==> src/rtl/rl_pkg.sv <==
// Shared types and constants for the 4-action Q-learning agent datapath.
// Q-values are signed Q8.8; actions are carried one-hot.
package rl_pkg;

    localparam int NUM_ACTIONS = 4;
    localparam int Q_WIDTH     = 16;
    localparam int Q_FRAC      = 8;

    typedef logic signed [Q_WIDTH-1:0] q_value_t;
    typedef logic [NUM_ACTIONS-1:0]    action_onehot_t;

    // 0x00CD in unsigned Q8.8 is roughly 0.80
    localparam logic [15:0] EPS_THRESHOLD_DEFAULT = 16'h00CD;
    localparam logic [15:0] LFSR_SEED_DEFAULT     = 16'hACE1;

endpackage

==> src/rtl/action_lfsr16.sv <==
// Free-running 16-bit Fibonacci LFSR, x^16+x^14+x^13+x^11+1, shifting left with feedback into bit 0.
// SEED is the reset state and must be non-zero.
module action_lfsr16 #(
    parameter logic [15:0] SEED = 16'hACE1
) (
    input  logic        clk,
    input  logic        rst,
    output logic [15:0] state
);

    logic feedback;

    assign feedback = state[15] ^ state[13] ^ state[12] ^ state[10];

    always_ff @(posedge clk or posedge rst) begin
        if (rst) begin
            state <= SEED;
        end else begin
            state <= {state[14:0], feedback};
        end
    end

endmodule

==> src/rtl/action_selector.sv <==
// Epsilon-greedy one-hot action selector with a single registered output stage.
// The LFSR exploration path is built only when ACTION_SELECTOR_EXPLORE_EN is defined; otherwise pure greedy.
module action_selector
    import rl_pkg::*;
#(
    parameter logic [15:0] EPS_THRESHOLD = EPS_THRESHOLD_DEFAULT,
    parameter logic [15:0] LFSR_SEED     = LFSR_SEED_DEFAULT
) (
    input  logic                           clk,
    input  logic                           rst,
    input  logic                           in_valid,
    input  logic [NUM_ACTIONS*Q_WIDTH-1:0] q_values,
    input  logic [15:0]                    epsilon,
    output action_onehot_t                 action,
    output logic                           out_valid,
    output logic                           explored
);

    // Two-level tournament; strict greater-than keeps the lower index on ties.
    function automatic action_onehot_t argmax_onehot(input logic [NUM_ACTIONS*Q_WIDTH-1:0] qv);
        q_value_t   q0, q1, q2, q3;
        q_value_t   m01, m23;
        logic [1:0] w01, w23, w;
        q0  = qv[15:0];
        q1  = qv[31:16];
        q2  = qv[47:32];
        q3  = qv[63:48];
        w01 = (q1 > q0) ? 2'd1 : 2'd0;
        m01 = (q1 > q0) ? q1 : q0;
        w23 = (q3 > q2) ? 2'd3 : 2'd2;
        m23 = (q3 > q2) ? q3 : q2;
        w   = (m23 > m01) ? w23 : w01;
        return 4'b0001 << w;
    endfunction

    action_onehot_t greedy_p0;
    action_onehot_t action_sel_p0;
    logic           explore_p0;

    assign greedy_p0 = argmax_onehot(q_values);

`ifdef ACTION_SELECTOR_EXPLORE_EN
    logic [15:0] lfsr_state;
    logic        unused_lfsr;

    action_lfsr16 #(
        .SEED (LFSR_SEED)
    ) u_lfsr (
        .clk   (clk),
        .rst   (rst),
        .state (lfsr_state)
    );

    // Explore uses the LFSR state seen before the capturing edge.
    assign explore_p0    = (epsilon < EPS_THRESHOLD);
    assign action_sel_p0 = explore_p0 ? action_onehot_t'(4'b0001 << lfsr_state[1:0]) : greedy_p0;
    assign unused_lfsr   = ^lfsr_state[15:2];
`else
    logic unused_cfg;

    assign explore_p0    = 1'b0;
    assign action_sel_p0 = greedy_p0;
    assign unused_cfg    = ^{epsilon, EPS_THRESHOLD, LFSR_SEED};
`endif

    // ---- stage p1: registered result; action/explored hold while idle ----
    action_onehot_t action_p1;
    logic           explored_p1;
    logic           vld_p1;

    always_ff @(posedge clk or posedge rst) begin
        if (rst) begin
            action_p1   <= '0;
            explored_p1 <= 1'b0;
            vld_p1      <= 1'b0;
        end else begin
            vld_p1 <= in_valid;
            if (in_valid) begin
                action_p1   <= action_sel_p0;
                explored_p1 <= explore_p0;
            end
        end
    end

    assign action    = action_p1;
    assign explored  = explored_p1;
    assign out_valid = vld_p1;

endmodule

==> config.mk <==
export PLATFORM = sky130hd
export DESIGN_NAME = action_selector
export DESIGN_NICKNAME = d
export VERILOG_FILES = /design/src/rtl/rl_pkg.sv /design/src/rtl/action_lfsr16.sv /design/src/rtl/action_selector.sv
export SDC_FILE = /design/constraint.sdc
export NUM_CORES = 1
export LEC_CHECK = 0
export ABC_AREA = 0
export BUFFER_PORTS_ARGS = -buffer_cell sky130_fd_sc_hd__buf_2
export CELL_PAD_IN_SITES_DETAIL_PLACEMENT = 1
export CELL_PAD_IN_SITES_GLOBAL_PLACEMENT = 2
export CORE_UTILIZATION = 28
export DETAILED_ROUTE_END_ITERATION = 8
export PLACE_DENSITY_LB_ADDON = 0.1
export SKIP_LAST_GASP = 1
export SYNTH_ARGS = -nofsm -noshare
export SYNTH_HDL_FRONTEND = slang
export SYNTH_SLANG_ARGS = --single-unit
==> constraint.sdc <==
create_clock -name clk -period 1 [get_ports clk]
set_input_delay 0.1 -clock clk [delete_from_list [all_inputs] [get_ports clk]]
set_output_delay 0.1 -clock clk [all_outputs]
set_load 0.1 [all_outputs]
### Word level (Yosys, flattened, before mapping)

Cells that the tools add are included.

* flip-flop bits (word level): 5
* input port bits: 83
* logic and storage cells: 11
* output and inout port bits: 6

* muxes and demuxes: 5
* shifts and indexed selects: 1
* magnitude comparators: 3

Operators with widths (number)
* $gt 16x16->1: 3
* $mux 16: 2
* $shl 1x2->4 const A: 1
* $mux 1: 2
* $mux 2: 1

### Depth between registers and ports, before layout

* word-level depth: 5
* gate-level depth with buffers: 17
* depth with buffers taken out: 15

### Worst setup path after synthesis

No wires, ideal clock.

* path type: input to register
* from: input port q_values[47]
* to: register action_p1[2] (netlist: action[2])
* arrival time: 3748 ps
* required time: 878 ps
* path slack: -2870 ps
* path buffers: 2
* stages on the path: 16
* cell sequence: inv_1 ha_1 nand4_2 or4_4 a21oi_2 o41ai_1 o21bai_1 buf_6 buf_12 mux2_4 ha_1 a21o_1 a2111o_1 or4_1 and3_1 a22o_2

* cells in the longest elaborated chain, start to end: 5
* elaborated cells between the ends (all ways): 6
* those cells by class: 2 x order compare; 1 x shift; 3 x mux

Ends and longest elaborated chain
* start, declared: RTL line action_selector.sv:12 `input logic [NUM_ACTIONS*Q_WIDTH-1:0] q_values,`
* $gt 16x16->1: RTL line action_selector.sv:30, action_selector.sv:31
* $mux 16: RTL line action_selector.sv:31 `m23 = (q3 > q2) ? q3 : q2;`
* $gt 16x16->1: RTL line action_selector.sv:32 `w = (m23 > m01) ? w23 : w01;`
* $mux 2 *: RTL line action_selector.sv:32
* $shl 1x2->4 *: RTL line action_selector.sv:33 `return 4'b0001 << w;`
* end signal, assigned: RTL line action_selector.sv:79 `action_p1 <= action_sel_p0;`
* end, declared: RTL line action_selector.sv:67 `action_onehot_t action_p1;`

Every way passes the cells marked *; elsewhere a longest branch is shown, timed or not.
A chain may end at the register's enable or synchronous reset.

### Worst setup path after layout

* from: input port q_values[43]
* to: register action_p1[2] (netlist: action[2])

Same word-level chain as after synthesis.

==> results.ini <==
[pwr]
power_frac_comb_pct = 78.0
p_switching_mw = 1.258
power.share.switching_pct = 41.66
power.share.sequential_pct = 9.4
p_int_mw = 1.761
p_leak_nw = 1.727
ir_drop_v = 0.001136
power_density_nw_per_um2 = 896.3
p_clk_share_pct = 12.6

[clocking]
worst_skew_pair.late_latency_ps = 220
cts_tree = yes
path_clk_slew_ps = 30
htreeDepth = 1
cts_buffers = 3
clock_path_buffers = 2
cts.sinks = 5
cts_root_buffer = clkbuf_8

[logic_synthesis]
syn_nets = 337
synth-edff-count = 0
ys_warn_count = 0
yosys.cell_types.count = 41
synth_seq_cells = 5
syn_area_um2 = 1794
async_flop_share_pct = 100.0
syn_inst = 206
synth_ff_type = dfrtp_1
post_synth.cell_area_avg_um2 = 8.710
yosysSeqAreaShare_pct = 6.974

[timing]
setup_violations = 4
final_hold_viol_count = 0
fmax_mhz = 289.2
layout_min_cycle_time_ps = 3458
final_max_slew_viol_count = 0
rsz0062_at_grt = true
min_period_over_period_pct = 345.8
skew_ps = 0
timing.final.ws_setup_ps = -2458

[cells_and_area]
final_area_um2 = 3368
final_common_cell = buf_4
layout.cells.most_common_list = buf_4 (55), buf_2 (45), ha_1 (27)
nets = 470
syn_to_final_growth_pct = 87.73
final_cells = 413
num_antenna_cells = 0
drive_above_1_share_pct = 60.36

[global_route]
grt_max_degree = 10
grt_use_total_pct = 18.19
grt_pass1_vias = 2013
antenna_found_initial = 0
grt_pass1_wl_mm = 9.370
grt_overflow = 0

[placed_design]
placed_area_um2 = 2834
place_hpwl_mm = 5.013
port-buffer-count = 71
globalplace.congestion = 0.7810
dp.cells = 398

[detailed_routing]
ant_nets = 0
drt_iter0_drc = 24
top_layer_used = met4
met2_length_mm = 3.205
drc = 0
via_per_inst = 4.852
vias = 2004
firstDrtPassIters = 3
wl_per_cell_um = 14.44
wl_met1_mm = 2.564
totalWireLength_mm = 5.964
routed-wl-met3_um = 153

[floorplanning]
ios = 89
rows = 28
die-area_um2 = 6732
die_y_um = 82.05
fp.dieW_um = 82.05
start_util_pct = 29.60
core_um2 = 6061

[job]
maxCapViolCount = 0

[worst_setup_path]
crit_path_max_fanout = 6
r2r_start = action[2]
start_kind = primary input
end_kind = flip-flop
path_class = primary input to flip-flop
ff2ff_path_depth = 1
crit_required_ps = 1110
crit_arrival_ps = 3570
r2r_end = action[2]
ff2ff_setup_slack_ps = 200

[status]
outcome = finished with violations
violations = negative setup slack

[min_path]
whs_path_depth = 1
hold_start = in_valid
hold_class = primary input to flip-flop
min_to = out_valid

logic make-up after synthesis:
group           count (synthesis)  synth area share [%]
fa+ha+maj                      48                 33.47
other cells                     1                0.2090
simple gates                   36                 12.06
compound gates                 41                 15.83
mux                            33                 20.99
buf+inv                        42                 10.46
flops                           5                 6.974
worst max path at each step:
stage                 startpoint        end  slack [ps]  depth (start not counted)
global placement    q_values[40]  action[2]       -2700                         17
global route        q_values[45]  action[2]       -2530                         16
floorplan           q_values[40]  action[2]       -2470                         16
CTS                 q_values[39]  action[2]       -2450                         16
finish              q_values[43]  action[2]       -2460                         16
detailed placement  q_values[40]  action[2]       -2800                         17
routing by layer:
| layer | track usage (%) | vias up |
|---|---|---|
| li1 | - | 1026 |
| met1 | 21.98 | 930 |
| met2 | 34.63 | 41 |
| met3 | 1.333 | 7 |
| met4 | 3.509 | 0 |
| met5 | 0 | - |
cell usage after synthesis, types with 2 or more instances:
| cell type | instances | area [µm²] |
|---|---|---|
| o211ai_1 | 3 | 22.52 |
| nand3_1 | 3 | 15.01 |
| mux2_4 | 7 | 105.1 |
| nand2_1 | 6 | 22.52 |
| mux2_2 | 9 | 101.4 |
| a211oi_1 | 3 | 22.52 |
| o21bai_1 | 3 | 22.52 |
| inv_1 | 37 | 138.9 |
| a21o_1 | 5 | 37.54 |
| o21ai_0 | 3 | 15.01 |
| a21oi_1 | 13 | 65.06 |
| buf_2 | 2 | 10.01 |
| nor2b_1 | 3 | 18.77 |
| and4_1 | 4 | 35.03 |
| mux2i_1 | 17 | 170.2 |
| nand4_1 | 7 | 43.79 |
| nor2_1 | 4 | 15.01 |
| nor3_1 | 2 | 10.01 |
| and3_1 | 2 | 12.51 |
| ha_1 | 48 | 600.6 |
| dfrtp_1 | 5 | 125.1 |
flip-flops by register name, indices dropped and copies added (netlist names):
| signal | cells |
|---|---|
| action | 4 |
| out_valid | 1 |
area by class of cell:
class                   count  area [µm²]
repair buffers            133        1086
well taps                  75       93.84
inverters                  37       166.4
multi-input cells         159        1852
clock buffers               4       45.04
fillers                   711        2693
flip-flops and latches      5       125.1
what timing repair did:
action,CTS,global route
cloned,1,0
hold endpoints to repair,5,0
resized for setup,50,36
hold buffers,1,0
setup buffers,6,3
pin swaps,11,11
setup endpoints to repair,4,4
worst max-delay path, cell delays in order:
cell	delay, ps
buf_8	80
inv_4	30
ha_4	280
nand2_4	60
or4_4	530
a21oi_4	150
o41ai_2	80
o21bai_4	210
clkbuf_16	180
mux2_4	310
ha_4	220
a21o_1	150
a2111o_1	370
or4_4	420
and3_4	180
a22o_2	230
power groups by stage:
stage | Combinational, mW | Clock, mW | Sequential [mW]
finish | 2.36 | 0.381 | 0.282
floorplan | 0.895 | 0 | 0.531
global route | 2.56 | 0.402 | 0.287
global placement | 1.94 | 0 | 0.284
detailed placement | 1.98 | 0 | 0.286
CTS | 2.24 | 0.392 | 0.284
metrics by stage:
step           setup slack, ps  TNS (ps)  hold WS (ps)  util, %  power, mW
3_3_place_gp             -2698    -10360         1.454    46.76      2.220
4_1_cts                  -2445     -9430         81.20    52.73      2.912
3_5_place_dp             -2797    -10710         2.478    46.76      2.263
5_1_grt                  -2527     -9792         94.05    55.57      3.251
6_report                 -2458     -9469         85.20    55.57      3.019
2_1_floorplan            -2470     -9392        -121.5        -      1.426
Note: power is estimated with default switching activity, not from simulation.
